===== config.mk =====
export PLATFORM = sky130hd
export DESIGN_NAME = score_table_ctrl
export DESIGN_NICKNAME = d
export VERILOG_FILES = /design/src/rtl/score_pkg.sv /design/src/rtl/score_sat_add.sv /design/src/rtl/score_table_ctrl.sv
export SDC_FILE = /design/constraint.sdc
export NUM_CORES = 1
export LEC_CHECK = 0
export ABC_AREA = 1
export BUFFER_PORTS_ARGS = -buffer_cell sky130_fd_sc_hd__buf_2
export CORE_MARGIN = 2
export CORE_UTILIZATION = 55
export DETAILED_ROUTE_END_ITERATION = 8
export PLACE_DENSITY_LB_ADDON = 0.25
export SLEW_MARGIN = 20
export SYNTH_ARGS = -nofsm -noshare
export SYNTH_HDL_FRONTEND = slang
export SYNTH_HIERARCHICAL = 1
export SYNTH_SLANG_ARGS = --single-unit

===== constraint.sdc =====
create_clock -name clk -period 1.92 [get_ports clk]
set_input_delay 0.384 -clock clk [delete_from_list [all_inputs] [get_ports clk]]
set_output_delay 0.384 -clock clk [all_outputs]
set_load 0.05 [all_outputs]

===== src/rtl/score_pkg.sv =====
// rtl/score_pkg.sv - opcodes and FSM state encoding shared by the score table controller
package score_pkg;

    localparam logic [1:0] OP_NOP   = 2'b00;
    localparam logic [1:0] OP_DUMP  = 2'b01;
    localparam logic [1:0] OP_WRITE = 2'b10;
    localparam logic [1:0] OP_ADD   = 2'b11;

    typedef enum logic [2:0] {
        IDLE,
        WR,
        RD_WAIT,
        RMW_WR,
        DUMP_RD,
        DUMP_OUT
    } state_e;

endpackage


===== src/rtl/score_sat_add.sv =====
// rtl/score_sat_add.sv - score adder with overflow bit; SCORE_SAT_EN clamps on overflow
module score_sat_add #(
    parameter int DATA_W = 16
) (
    input  logic [DATA_W-1:0] a_i,
    input  logic [DATA_W-1:0] b_i,
    output logic [DATA_W-1:0] sum_o,
    output logic              ovf_o
);
    logic [DATA_W:0] full_sum;

    assign full_sum = {1'b0, a_i} + {1'b0, b_i};
    assign ovf_o    = full_sum[DATA_W];

`ifdef SCORE_SAT_EN
    assign sum_o = ovf_o ? '1 : full_sum[DATA_W-1:0];
`else
    assign sum_o = full_sum[DATA_W-1:0];
`endif

endmodule


===== src/rtl/score_table_ctrl.sv =====
// rtl/score_table_ctrl.sv - score table controller: write/add/dump over a fixed-latency RAM
// SCORE_SAT_EN: saturating ADD with sticky sat_flag; otherwise ADD wraps and sat_flag is 0
module score_table_ctrl
    import score_pkg::*;
#(
    parameter int DATA_W      = 16,
    parameter int ADDR_W      = 8,
    parameter int NUM_ENTRIES = 256,
    parameter int RD_LAT      = 2
) (
    input  logic              clk,
    input  logic              rst,
    input  logic              cmd_valid,
    output logic              cmd_ready,
    input  logic [1:0]        cmd_op,
    input  logic [ADDR_W-1:0] cmd_id,
    input  logic [DATA_W-1:0] cmd_data,
    output logic [ADDR_W-1:0] ram_addr,
    output logic              ram_wren,
    output logic [DATA_W-1:0] ram_wdata,
    input  logic [DATA_W-1:0] ram_rdata,
    output logic              out_valid,
    input  logic              out_ready,
    output logic [ADDR_W-1:0] out_id,
    output logic [DATA_W-1:0] out_score,
    output logic              out_last,
    output logic              busy,
    output logic              cmd_err,
    output logic              sat_flag
);
    localparam int                CNT_W   = $clog2(RD_LAT + 1);
    localparam logic [CNT_W-1:0]  CNT_END = CNT_W'(RD_LAT);
    localparam logic [ADDR_W-1:0] LAST_ID = ADDR_W'(NUM_ENTRIES - 1);
`ifdef SCORE_SAT_EN
    localparam logic SAT_EN = 1'b1;
`else
    localparam logic SAT_EN = 1'b0;
`endif

    state_e            state_q, state_d;
    logic [CNT_W-1:0]  cnt_q, cnt_d;
    logic [DATA_W-1:0] data_q, data_d;
    logic [ADDR_W-1:0] addr_q, addr_d;
    logic              wren_q, wren_d;
    logic [DATA_W-1:0] wdata_q, wdata_d;
    logic              err_q, err_d;
    logic              sat_q, sat_d;
    logic              ovalid_q, ovalid_d;
    logic [ADDR_W-1:0] oid_q, oid_d;
    logic [DATA_W-1:0] oscore_q, oscore_d;
    logic              olast_q, olast_d;

    logic              id_oob;
    logic              accept;
    logic [DATA_W-1:0] add_sum;
    logic              add_ovf;

    score_sat_add #(.DATA_W(DATA_W)) u_add (
        .a_i   (ram_rdata),
        .b_i   (data_q),
        .sum_o (add_sum),
        .ovf_o (add_ovf)
    );

    // Compared one bit wider so a full 2^ADDR_W table never flags an id as out of range
    assign id_oob = {1'b0, cmd_id} >= (ADDR_W + 1)'(NUM_ENTRIES);
    assign accept = cmd_valid && cmd_ready;

    always_comb begin
        state_d  = state_q;
        cnt_d    = cnt_q;
        data_d   = data_q;
        addr_d   = addr_q;
        wren_d   = 1'b0;
        wdata_d  = wdata_q;
        err_d    = 1'b0;
        sat_d    = sat_q;
        ovalid_d = ovalid_q;
        oid_d    = oid_q;
        oscore_d = oscore_q;
        olast_d  = olast_q;
        case (state_q)
            IDLE: begin
                if (accept) begin
                    data_d = cmd_data;
                    case (cmd_op)
                        OP_DUMP: begin
                            addr_d  = '0;
                            cnt_d   = '0;
                            state_d = DUMP_RD;
                        end
                        OP_WRITE: begin
                            if (id_oob) begin
                                err_d = 1'b1;
                            end else begin
                                addr_d  = cmd_id;
                                wdata_d = cmd_data;
                                wren_d  = 1'b1;
                                state_d = WR;
                            end
                        end
                        OP_ADD: begin
                            if (id_oob) begin
                                err_d = 1'b1;
                            end else begin
                                addr_d  = cmd_id;
                                cnt_d   = '0;
                                state_d = RD_WAIT;
                            end
                        end
                        default: ;
                    endcase
                end
            end
            WR, RMW_WR: state_d = IDLE;
            RD_WAIT: begin
                if (cnt_q == CNT_END) begin
                    wdata_d = add_sum;
                    wren_d  = 1'b1;
                    sat_d   = sat_q | (SAT_EN & add_ovf);
                    state_d = RMW_WR;
                end else begin
                    cnt_d = cnt_q + CNT_W'(1);
                end
            end
            DUMP_RD: begin
                if (cnt_q == CNT_END) begin
                    oscore_d = ram_rdata;
                    oid_d    = addr_q;
                    olast_d  = (addr_q == LAST_ID);
                    ovalid_d = 1'b1;
                    state_d  = DUMP_OUT;
                end else begin
                    cnt_d = cnt_q + CNT_W'(1);
                end
            end
            DUMP_OUT: begin
                if (out_ready) begin
                    ovalid_d = 1'b0;
                    olast_d  = 1'b0;
                    if (olast_q) begin
                        state_d = IDLE;
                    end else begin
                        addr_d  = addr_q + ADDR_W'(1);
                        cnt_d   = '0;
                        state_d = DUMP_RD;
                    end
                end
            end
            default: state_d = IDLE;
        endcase
    end

    always_ff @(posedge clk or negedge rst) begin
        if (!rst) begin
            state_q  <= IDLE;
            cnt_q    <= '0;
            data_q   <= '0;
            addr_q   <= '0;
            wren_q   <= 1'b0;
            wdata_q  <= '0;
            err_q    <= 1'b0;
            sat_q    <= 1'b0;
            ovalid_q <= 1'b0;
            oid_q    <= '0;
            oscore_q <= '0;
            olast_q  <= 1'b0;
        end else begin
            state_q  <= state_d;
            cnt_q    <= cnt_d;
            data_q   <= data_d;
            addr_q   <= addr_d;
            wren_q   <= wren_d;
            wdata_q  <= wdata_d;
            err_q    <= err_d;
            sat_q    <= sat_d;
            ovalid_q <= ovalid_d;
            oid_q    <= oid_d;
            oscore_q <= oscore_d;
            olast_q  <= olast_d;
        end
    end

    // Gated by rst so cmd_ready reads 0 while reset is held
    assign cmd_ready = rst && (state_q == IDLE);
    assign busy      = (state_q != IDLE);
    assign ram_addr  = addr_q;
    assign ram_wren  = wren_q;
    assign ram_wdata = wdata_q;
    assign out_valid = ovalid_q;
    assign out_id    = oid_q;
    assign out_score = oscore_q;
    assign out_last  = olast_q;
    assign cmd_err   = err_q;
    assign sat_flag  = sat_q;

endmodule


==> results of run 1 <==
[area by class of cell]
cell class                 count  area (um^2)
inverter                      66          248
multi-input combinational    490         2330
timing repair buffer         113          616
clock buffer                  10          138
clock inverter                 6         67.6
fill                         685         2440
tap                          102          128
sequential                    72         1800
[per-layer routing]
metal | part of all wire (%) | track usage, % | up-vias
met4 | 3.4 | 12.7 | 0
met5 | 0 | 0 | -
li1 | - | - | 2183
met3 | 5.3 | 4.82 | 34
met2 | 50 | 48.0 | 158
met1 | 41 | 31.8 | 2016
[worst paths after layout]
| check | start | end | slack (ps) |
|---|---|---|---|
| worst max-delay path | data_q[0]$_DFFE_PN0P_ | ram_wdata[14]$_DFFE_PN0P_ | 30 |
| max in group asynchronous | rst | out_score[2]$_DFFE_PN0P_ | 1470 |
| worst max register to register | data_q[0]$_DFFE_PN0P_ | ram_wdata[14]$_DFFE_PN0P_ | 30 |
| worst min register to register | out_score[12]$_DFFE_PN0P_ | out_score[12]$_DFFE_PN0P_ | 480 |
| worst min-delay path | rst | out_score[15]$_DFFE_PN0P_ | 150 |
| min in group clk | cmd_data[0] | data_q[0]$_DFFE_PN0P_ | 240 |
[cell usage in the layout (no fill, tap or decap), types with 5 or more instances in the layout]
master,instances
sky130_fd_sc_hd__xor2_1,6
sky130_fd_sc_hd__a21oi_1,7
sky130_fd_sc_hd__inv_1,61
sky130_fd_sc_hd__nand2_2,15
sky130_fd_sc_hd__o21ai_0,13
sky130_fd_sc_hd__buf_2,98
sky130_fd_sc_hd__nor2_1,26
sky130_fd_sc_hd__dfrtp_1,72
sky130_fd_sc_hd__nand2_1,337
sky130_fd_sc_hd__buf_4,14
sky130_fd_sc_hd__clkbuf_8,10
sky130_fd_sc_hd__inv_2,5
sky130_fd_sc_hd__nand3_1,39
sky130_fd_sc_hd__ha_1,16
[worst register-to-register path, stage by stage, from the launching register on]
cell and delay, ps:
sky130_fd_sc_hd__dfrtp_1 420, sky130_fd_sc_hd__ha_4 180, sky130_fd_sc_hd__fa_2 360, sky130_fd_sc_hd__nand2_2 80, sky130_fd_sc_hd__nand2_2 70, sky130_fd_sc_hd__nand3b_1 120
sky130_fd_sc_hd__nand2_2 100, sky130_fd_sc_hd__nand2_2 80, sky130_fd_sc_hd__nand2_1 50, sky130_fd_sc_hd__nand2_1 70, sky130_fd_sc_hd__nand2_1 50, sky130_fd_sc_hd__nand2_1 60
sky130_fd_sc_hd__nand2_1 40, sky130_fd_sc_hd__nand2_1 50, sky130_fd_sc_hd__nand2_1 50
[timing repair]
| action | in CTS | in global routing |
|---|---|---|
| hold buffers | 0 | 0 |
| endpoints found under the setup margin | 2 | 20 |
| resized for setup | 1 | 9 |
| endpoints found under the hold margin | 0 | 0 |
| buffers inserted | 0 | 1 |
[power breakdown]
group,switching [mW],internal [mW]
clock network,0.614,0.640
logic,4.15,1.60
registers,0.452,2.20
total,5.21,4.44
[sequential cells by signal, summed over array words and instances, names as in the netlist]
register and flops:
cnt_q 2, ram_wren 1, out_valid 1, ram_wdata 16, data_q 16, out_score 16
out_id 8, state_q 3, ram_addr 8, out_last 1
==> results.md, run 1 <==
Timing:
- The final number of max-transition violations came to 0.
- The count of final hold-check violations is 0.
- The worst path in the final design needs a cycle of 1890 ps, including I/O delays and setup.
- The worst path uses 98.3% of the clock period.
- Setup repair after global routing could not meet its margin everywhere.
- Timing would allow up to 530 MHz.
- Clock skew on the completed layout was measured at 5.37 ps.
- The max-slew headroom at the worst pin is 64.7%.
- The summed negative setup slack over all endpoints is 0 ps.
- The worst path meets setup with 31.7 ps of slack.
- The total of endpoints with negative setup slack in the final report is 0.
- Hold is met by 148 ps.
- The transition time at the pin with the least slew margin is 527 ps.

Synthesis:
- After synthesis, the mean cell area works out to 6.90 um^2.
- Summing every instance area after synthesis gives 0.00443 mm^2.
- Yosys printed 6 warnings.
- The synthesized netlist cell count is 642.

Critical path:
- For the worst flop-to-flop path, the logic depth is 14.
- The setup path with the least slack is of type reg -> reg.
- Of all nets on the critical path, the largest fanout is 3.
- Together, buffers and inverters on the worst path number 0.
- The category of the worst setup path launch point is a flip-flop.
- The data required time at the worst endpoint is roughly 2200 ps.
- The element type at the critical path end is a flip-flop.
- In this design, the largest share of critical-path delay is due to simple AND/OR/NAND/NOR gates.
- For this run, the slowest stage of the critical path takes 420 ps.
- Walking the worst path, the cells encountered are ha_4, fa_2, nand2_2, nand2_2, nand3b_1, nand2_2, nand2_2, nand2_1, nand2_1, nand2_1, nand2_1, nand2_1, nand2_1, nand2_1.
- At the worst endpoint, the arrival time is 2130 ps.
- The library cell contributing the largest single delay on the critical path is sky130_fd_sc_hd__dfrtp_1.
- The critical path depth is 14.
- The most numerous cell type found on the critical path is sky130_fd_sc_hd__nand2_1.

Pwr:
- The completed layout was analyzed and its total power is 9.66 mW.
- Dividing total power by cell area gives a power density of 1810 mW/mm^2.
- The maximum resistive drop on vdd is ~1.2 mV.
- The leakage power total is 3.23 nW.

Routing:
- For this run, the detailed router's first-pass iteration total came to 5.
- The final route contains 4,391 vias.
- The per-cell via count in the routed design is about 5.
- For this run, design rule violations remaining after detail routing come to 0.
- In this run the remaining antenna-violating nets after routing total 0.
- Summed over all layers, the routed wires come to 11,400 um.
- The first routing iteration left 248 violations.
- Dividing the detail-routed wire length by the instance count gives 13.3 um.

Finish:
- The fraction of final layout cells sized beyond drive strength 1 is 22.1%.
- Once layout is complete, the utilization of the core stands at 68.6%.
- The final standard cell count with taps included and fillers excluded is 859.
- The final non-filler cell area is 0.00533 mm^2.
- The repair_antennas step left the layout with diodes totalling 0.
- The area growth from synthesis to final layout is 20.4%.
- In the final design database the tool counted between 800 and 900 nets.

Global routing:
- The initial antenna violation count is 0.
- Entering global routing, the biggest net connects between 70 and 80 pins.
- The first-pass GRT wire length is 18,800 um.
- After global routing the overflow that remains totals 0.
- The total global-route track usage is 27.1%.
- The via count of the first global-routing pass was 4,288.

Floorplanning:
- For this configuration, the core starts out at a cell density of 57.0%.
- The die covers 0.00879 mm^2.
- The floorplan step set the die height to 93.7 um.
- The floorplan die width is 93.7 um.
- The I/O pin count is 101.
- The core region is 0.00777 mm^2.
- The floorplan has 32 rows.

Clocking:
- Counting every sink on the clock net gives 72.
- Counting the buffers created by CTS gives 9.
- The number of H-tree branching levels is 3.
- Clock-pin slew was measured on the worst setup and hold paths at about 80 ps.
- The clock root buffer is sky130_fd_sc_hd__clkbuf_8.
- The later pin in the worst-skew pair is clocked with a latency of 360 ps.
- Counting along the longest clock path gives a buffer depth of 2.
- TritonCTS built the clock tree.

Job:
- Across the run, the number of max-cap violations was 0.

Placed design:
- The placement-stage worst setup slack is -147 ps.
- Counting tap cells, the placed design contains a total of 842 instances.
- The instance area at placement is 0.00508 mm^2.
- During placement, the flow inserted port buffers numbering a little under 100.
- The sum of net half-perimeters after detailed placement is 8440 um.
- The final RePlAce weighted congestion is 0.888.

Status:
- The flow ran to the end, and the final reports show no timing, DRC or antenna violations.

Hold path:
- The path class of the tightest hold or removal check is in -> async.
(Power assumes the default switching activity.)
==> run 2: changes to the inputs <==
--- a/config.mk
+++ b/config.mk
@@ -10,7 +10,7 @@
 export CORE_MARGIN = 2
 export CORE_UTILIZATION = 55
 export DETAILED_ROUTE_END_ITERATION = 8
-export PLACE_DENSITY_LB_ADDON = 0.25
+export PLACE_DENSITY_LB_ADDON = 0.05
 export SLEW_MARGIN = 20
 export SYNTH_ARGS = -nofsm -noshare
 export SYNTH_HDL_FRONTEND = slang
==> run 2 against run 1 <==
  * Utilization rose by 0.29 points
  * Largest cell class unchanged
  * Design area is 0.42% higher
  * First-iteration DRC count fell by 23%
  * Highest routed layer unchanged
==> results.md, run 2 (synthesized netlist as in run 1, its figures left out) <==
Status:
- The run finished with clean final reports.

Floorplanning:
- The vertical die dimension was 93.7 um (unchanged).
- The area of the placeable core was 0.00777 mm^2 (unchanged).
- The I/O pin count is 101 (unchanged).
- The starting utilization of the core area is 57.0% (unchanged).
- The die outline area is 0.00879 mm^2 (unchanged).
- The floorplan die width came to 93.7 um (unchanged).
- The number of placement rows is 32 (unchanged).

Timing:
- The final number of max-transition violations is 0 (unchanged).
- The transition time at the pin with the least slew margin is 924 ps (+397 ps).
- The time the final worst path needs with I/O delays and setup is 1860 ps (-24.0 ps).
- Setup repair after global routing could not meet its margin everywhere.
- The setup slack after layout is 55.7 ps (+24.0 ps).
- The max-slew headroom at the worst pin is 38.4% (-26 points).
- The count of final hold-check violations came to 0 (unchanged).
- The total of endpoints with negative setup slack in the final report is 0 (unchanged).
- The maximum operating frequency is 536 MHz (+1.3%).
- The post-route fraction of the period consumed by the critical path was 97.1% (-1.3 points).
- The worst-case clock skew is 8.43 ps (+3.06 ps).

Routing:
- The number of nets with antenna violations after detailed routing is 0 (unchanged).
- The number of DRC markers in iteration 0 came to 192 (-23%).
- The total wire length after detailed routing is 11,700 um (+2.7%).
- The number of iterations in the first detailed-routing pass is 5 (unchanged).
- The average wire length per cell after detail routing came to 13.6 um (+2.3%).
- The total number of vias is 4,371 (-0.46%).
- The amount of wire on met3 after detailed routing came to 586 um (-4.1%).
- The per-cell via count in the routed design came to 5.07 (-0.80%).
- The number of design rule violations left after detail routing is 0 (unchanged).
- The routed length on met1 is 4910 um (+5.3%).
- The sum of met2 wire segment lengths after detailed routing is 5980 um (+3.7%).
- The highest layer used for signal routing is met4.

Finish:
- The antenna diode count came to 0 (unchanged).
- The library cell used most frequently in the layout, excluding fill and tap cells, is sky130_fd_sc_hd__nand2_1.
- The multi-input combinational cell area is 0.00235 mm^2 (+0.64%).
- The total number of nets in the final design is 820 (+0.37%).
- From synthesis to final layout, the design area changed by 20.9%.
- The final non-filler cell area is 0.00535 mm^2 (+0.42%).
- The fraction of final layout cells sized beyond drive strength 1 is 22.9% (+0.83 points).
- The utilization of the core after routing came to 68.9% (+0.29 points).
- The number of fill cells came to 692 (+1.0%).
- The final standard cell count with taps included and fillers excluded came to 862 (+0.35%).
- In the layout the commonest cells are 336 x sky130_fd_sc_hd__nand2_1, 97 x sky130_fd_sc_hd__buf_2, 72 x sky130_fd_sc_hd__dfrtp_1, 61 x sky130_fd_sc_hd__inv_1, 39 x sky130_fd_sc_hd__nand3_1.
- The register area is 0.00180 mm^2 (unchanged).

Global routing:
- The overflow left after global routing is 0 (unchanged).
- The first-pass GRT wire length is 19,300 um (+2.3%).
- The largest net degree at the start of global routing came to 73 (unchanged).
- The via count of the first global-routing pass came to 4,252 (-0.84%).
- The initial antenna violation count was 0 (unchanged).
- The total global-route track usage is 27.9% (+0.73 points).

Critical path:
- The path depth of the worst reg2reg path is 14 (unchanged).
- The path type of the worst setup path is reg -> out.
- The data required time at the worst endpoint is 1540 ps (-630 ps).
- The slowest stage of the critical path belongs to the cell sky130_fd_sc_hd__dfrtp_1.
- Following the worst setup path forward leads to its endpoint at cmd_ready.
- The endpoint identified for the worst register-to-register timing path is ram_wdata[14]$_DFFE_PN0P_.
- The first element of the critical path is state_q[2]$_DFFE_PN0P_.
- The critical register-to-register path startpoint is data_q[0]$_DFFE_PN0P_.
- The worst setup path is launched from a flip-flop.
- The highest fanout seen on the critical path was 7 (+4).
- The critical path goes through inv_1, nand2_4, nor2_4, buf_4.
- The worst setup path is captured at a primary output.
- The data arrival time of the critical path is 1480 ps (-650 ps).
- The minimum setup slack among reg-to-reg paths was 70 ps (+40 ps).
- The critical path's largest stage delay is 430 ps (about the same).

Placed design:
- The placement-stage worst setup slack is -114 ps (+32.5 ps).
- The number of buffers added on ports is 98 (unchanged).
- The instance area at placement was 0.00508 mm^2 (about the same).
- The sum of net half-perimeters after detailed placement came to 8650 um (+2.5%).
- The final RePlAce weighted congestion is 0.979 (+10%).
- The cell count after placement is 844 (+0.24%).

Pwr:
- The switching power of the nets came to 5.22 mW (+0.13%).
- The proportion of power drawn by the clock network was 12.4% (-0.6 points).
- The leakage power total was 3.23 nW (-0.16%).
- The internal power was 4.42 mW (-0.45%).
- The net switching share of the total power is 54.1% (+0.15 points).
- The power consumption came to 9.64 mW (-0.14%).
- The share of power burned in registers is 27.5% (about the same).
- The maximum resistive drop on vdd came to 0.936 mV (-19%).
- The combinational power share is 60.0% (+0.5 points).
- The power per cell area was 1800 mW/mm^2 (-0.56%).

Clocking:
- The buffer levels on the longest clock path is 2 (unchanged).
- The hold buffer count at CTS was 0 (unchanged).
- The count of clock tree sinks was 72 (unchanged).
- The number of H-tree branching levels is 3 (unchanged).
- The cell sitting at the root of the clock tree is a sky130_fd_sc_hd__clkbuf_8.
- The clock buffer count from CTS is 9 (unchanged).
- The CTS clock-pin slew for the worst setup and hold paths is 80 ps (about the same).
- The CTS tree is done.
- The insertion delay of the later-clocked pin in the worst-skew pair is 350 ps (about the same).

Hold path:
- Counting instances, the worst hold path has a depth of 3.
- The worst hold-check path type is in -> reg.

Job:
- The count of max-cap constraint violations is 0 (unchanged).
-- run 2: changes by cell type in the layout (fill, tap and decap cells not counted), sizes merged --
cell	before	now
inv	67	65
buf	113	116
clkinv	2	4
-- run 2: final cells by class --
type                    instances  share of cell area, %
well taps                     102                   2.38
multi-input cells             490                   43.9
clock buffers                  10                   2.38
clock inverters                 6                   1.12
flip-flops and latches         72                   33.7
inverters                      66                   4.63
repair buffers                116                   12.0
-- run 2: metal layers --
metal / global-route usage (%) / up-vias
met5: 0 / -
met4: 11.5 / 0
met3: 3.53 / 23
met2: 49.5 / 147
met1: 34.1 / 2017
li1: - / 2184
-- run 2: metrics by stage --
| step | TNS, ps | hold slack, ps |
|---|---|---|
| 6_report | 0 | 237 |
| 5_1_grt | -78.7 | 246 |
| 4_1_cts | 0 | 226 |
| 3_5_place_dp | -393 | 460 |
| 3_3_place_gp | -248 | 458 |
| 2_1_floorplan | 0 | 88.4 |
-- run 2: critical path, delay by kind of cell (launching register included) --
family                 cells  cell delay, ps
DFF                        1             430
and+or+nand+nor            2             280
buffers and inverters      2             410
-- run 2: repair_timing --
| item | CTS | global route |
|---|---|---|
| setup buffers | 0 | 2 |
| gates resized for setup | 1 | 15 |
| setup endpoints to repair | 1 | 9 |
| pin swaps | 0 | 2 |
-- run 2: worst min-delay path by stage --
| stage | startpoint | end | slack (ps) |
|---|---|---|---|
| 2_1_floorplan | rst | cnt_q[0]$_DFFE_PN0P_ | 90 |
| 3_3_place_gp | out_score[12]$_DFFE_PN0P_ | out_score[12]$_DFFE_PN0P_ | 460 |
| 3_5_place_dp | out_score[12]$_DFFE_PN0P_ | out_score[12]$_DFFE_PN0P_ | 460 |
| 4_1_cts | cmd_data[3] | data_q[3]$_DFFE_PN0P_ | 230 |
| 5_1_grt | ram_rdata[7] | out_score[7]$_DFFE_PN0P_ | 250 |
| 6_report | cmd_data[3] | data_q[3]$_DFFE_PN0P_ | 240 |
-- run 2: power by group through the flow --
| stage | Sequential [mW] | Combinational, mW | Clock (mW) |
|---|---|---|---|
| after floorplan | 4.33 | 2.61 | 0 |
| after global placement | 2.63 | 5.56 | 0 |
| after detailed placement | 2.67 | 5.65 | 0 |
| after CTS | 2.64 | 5.68 | 1.22 |
| after global routing | 2.74 | 6.33 | 1.29 |
| final | 2.66 | 5.79 | 1.20 |
==> run 3: changes to the inputs <==
==> constraint.sdc (replaced) <==
create_clock -name clk -period 1.92 [get_ports clk]
set_input_delay 0 -clock clk [delete_from_list [all_inputs] [get_ports clk]]
set_output_delay 0 -clock clk [all_outputs]
set_load 0.05 [all_outputs]
==> run 3 against run 2 <==
  * Die area stayed put
  * Global-route usage up 0.81 points
  * Worst hold slack worse by 170 ps
==> results.md, run 3 (synthesized netlist as in run 1, its figures left out) <==
Job:
- The count of max-cap constraint violations came to 0 (unchanged).

Clocking:
- The clock buffer count from CTS is 9 (unchanged).
- The buffer levels on the longest clock path is 2 (unchanged).
- The insertion delay of the later-clocked pin in the worst-skew pair is 370 ps (+20 ps).
- The number of H-tree branching levels is 3 (unchanged).
- The count of clock tree sinks is 72 (unchanged).
- The CTS clock-pin slew for the worst setup and hold paths was 80 ps (about the same).
- The root buffer cell chosen for the clock tree is sky130_fd_sc_hd__clkbuf_8.
- The CTS tree is done.

Global routing:
- The routing usage on met1 is 33.4% (-0.71 points).
- The via count of the first global-routing pass is 4,418 (+3.9%).
- The first-pass GRT wire length is 19,900 um (+3.2%).
- met2 is the most crowded layer.
- The largest net degree at the start of global routing is 48 (-34%).
- The overflow left after global routing is 0 (unchanged).
- The global routing met2 resource utilization came to 51.9% (+2.4 points).
- The met3 track utilization from global routing was 5.70% (+2.2 points).
- The total global-route track usage is 28.7% (+0.81 points).
- The initial antenna violation count was 0 (unchanged).

Critical path:
- The worst setup path is captured at a flip-flop.
- The data arrival time of the critical path came to 2070 ps (+590 ps).
- The data required time at the worst endpoint was 2180 ps (+640 ps).
- In this run the critical register-to-register path is captured at ram_wdata[14]$_DFFE_PN0P_.
- The highest fanout seen on the critical path is 3 (-4).
- The minimum setup slack among reg-to-reg paths is 110 ps (+40 ps).
- The critical register-to-register path startpoint is data_q[0]$_DFFE_PN0P_.
- The first element of the critical path is data_q[0]$_DFFE_PN0P_.
- The worst setup path is launched from a flip-flop.
- The path depth of the worst reg2reg path came to 14 (unchanged).
- The path type of the worst setup path is reg -> reg.

Finish:
- The area growth from synthesis to final layout is 29.3%.
- The final standard cell count with taps included and fillers excluded is 898 (+4.2%).
- The antenna diode count is 0 (unchanged).
- The total number of nets in the final design is 856 (+4.4%).
- Leaving out fill and tap cells, the most frequent cells in the layout are 338 x sky130_fd_sc_hd__nand2_1, 98 x sky130_fd_sc_hd__buf_2, 72 x sky130_fd_sc_hd__dfrtp_1, 61 x sky130_fd_sc_hd__inv_1, 42 x sky130_fd_sc_hd__dlygate4sd3_1.
- Leaving out fill and tap cells, the most frequent cell in the layout is sky130_fd_sc_hd__nand2_1.
- The number of fill cells is 622 (-10%).
- The fraction of final layout cells sized beyond drive strength 1 came to 21.0% (-1.9 points).

Routing:
- The average wire length per cell after detail routing is 13.4 um (-1.7%).
- The number of iterations in the first detailed-routing pass is 5 (unchanged).
- The number of DRC markers in iteration 0 is 252 (+31%).
- The number of design rule violations left after detail routing is 0 (unchanged).
- The number of nets with antenna violations after detailed routing is 0 (unchanged).
- The per-cell via count in the routed design is 5.12 (+0.98%).
- The total number of vias is 4,598 (+5.2%).
- The total wire length after detailed routing is 12,000 um (+2.5%).

Hold path:
- The worst hold path terminates at state_q[2]$_DFFE_PN0P_.
- The worst hold path begins at cmd_op[1].
- The worst hold path depth was 4 (+1).
- The worst hold path belongs to the class in -> reg.

Placed design:
- The number of buffers added on ports is 98 (unchanged).
- The sum of net half-perimeters after detailed placement was 8660 um (+0.13%).
- The cell count after placement is 839 (-0.59%).
- The final RePlAce weighted congestion came to 0.865 (-12%).

Floorplanning:
- The die outline area came to 0.00879 mm^2 (unchanged).
- The vertical die dimension is 93.7 um (unchanged).
- The area of the placeable core is 0.00777 mm^2 (unchanged).
- The I/O pin count was 101 (unchanged).
- The floorplan die width is 93.7 um (unchanged).
- The starting utilization of the core area is 57.0% (unchanged).
- The number of placement rows came to 32 (unchanged).

Pwr:
- The power per cell area is 1690 mW/mm^2 (-6.3%).
- The leakage power total is 3.37 nW (+4.5%).
- The maximum resistive drop on vdd is 1.08 mV (+16%).

Timing:
- The max-slew headroom at the worst pin is 59.5% (+21 points).
- The time the final worst path needs with I/O delays and setup is 1810 ps (-51.1 ps).
- The count of final hold-check violations came to 0 (unchanged).
- The worst hold-check slack is 70.9 ps (-167 ps).
- The maximum operating frequency came to 552 MHz (+2.8%).
- The transition time at the pin with the least slew margin is 608 ps (-316 ps).
- The final number of max-transition violations came to 0 (unchanged).
- The total of endpoints with negative setup slack in the final report was 0 (unchanged).
- The post-route fraction of the period consumed by the critical path is 94.4% (-2.7 points).
- The worst-case clock skew is 9.48 ps (+1.06 ps).

Status:
- The run finished with clean final reports.
run 3: cell types whose count changed in the layout (fill, tap and decap cells not counted), moves of 2 or more:
cell and change:
sky130_fd_sc_hd__buf_4 -6, sky130_fd_sc_hd__clkinv_4 +2, sky130_fd_sc_hd__dlygate4sd3_1 +42, sky130_fd_sc_hd__nand2_1 +2, sky130_fd_sc_hd__nand2_2 -2
run 3: how the worst max path moves through the flow:
stage,to,cells past startpoint
3_3_place_gp,ram_wdata[14]$_DFFE_PN0P_,14
4_1_cts,ram_wdata[14]$_DFFE_PN0P_,14
3_5_place_dp,ram_wdata[14]$_DFFE_PN0P_,14
6_report,ram_wdata[14]$_DFFE_PN0P_,14
2_1_floorplan,ram_wdata[8]$_DFFE_PN0P_,12
5_1_grt,ram_wdata[10]$_DFFE_PN0P_,14
run 3: critical path: stages (launching register included):
cell and delay, ps:
sky130_fd_sc_hd__dfrtp_1 390, sky130_fd_sc_hd__ha_2 190, sky130_fd_sc_hd__fa_2 360, sky130_fd_sc_hd__nand2_2 80, sky130_fd_sc_hd__nand2_2 60, sky130_fd_sc_hd__nand3b_1 100
sky130_fd_sc_hd__nand2_2 80, sky130_fd_sc_hd__nand2_1 80, sky130_fd_sc_hd__nand2_1 60, sky130_fd_sc_hd__nand2_1 60, sky130_fd_sc_hd__nand2_1 40, sky130_fd_sc_hd__nand2_1 60
sky130_fd_sc_hd__nand2_1 50, sky130_fd_sc_hd__nand2_1 60, sky130_fd_sc_hd__nand2_1 50
run 3: power breakdown:
| group | switching [mW] | leakage [nW] | internal, mW |
|---|---|---|---|
| Sequential | 0.470 | 0.915 | 2.20 |
| Clock | 0.621 | 0.0952 | 0.599 |
| Combinational | 4.14 | 2.36 | 1.64 |
run 3: repair_timing:
item | in CTS | in global routing
setup endpoints to repair | 0 | 8
endpoints found under the hold margin | 126 | 0
hold buffers | 42 | 0
gates resized for setup | 0 | 12
buffers inserted | 0 | 1
run 3: metrics by stage:
step	util, %	worst slack, ps	setup TNS (ps)	power [mW]	cell area (um^2)
2_1_floorplan	-	164	0	6.93	4430
3_3_place_gp	64.9	76.0	0	8.13	5040
3_5_place_dp	64.9	45.9	0	8.26	5040
4_1_cts	72.9	32.2	0	9.57	5660
5_1_grt	73.7	-14.7	-37.4	10.4	5730
6_report	73.7	107	0	9.67	5730
run 3: per-layer routing:
layer	vias to the layer above	share of wire, %
met1	2127	41
met4	0	2.4
met2	176	51
met3	31	5.2
met5	-	0
li1	2264	-
run 3: area by class of cell:
cell class / instances / area [um^2] / share of cell area (%)
multi-input cells: 490 / 2350 / 41.1
flip-flops and latches: 72 / 1800 / 31.5
repair buffers: 152 / 1000 / 17.5
inverters: 66 / 248 / 4.33
well taps: 102 / 128 / 2.23
clock buffers: 9 / 124 / 2.16
clock inverters: 7 / 72.6 / 1.27
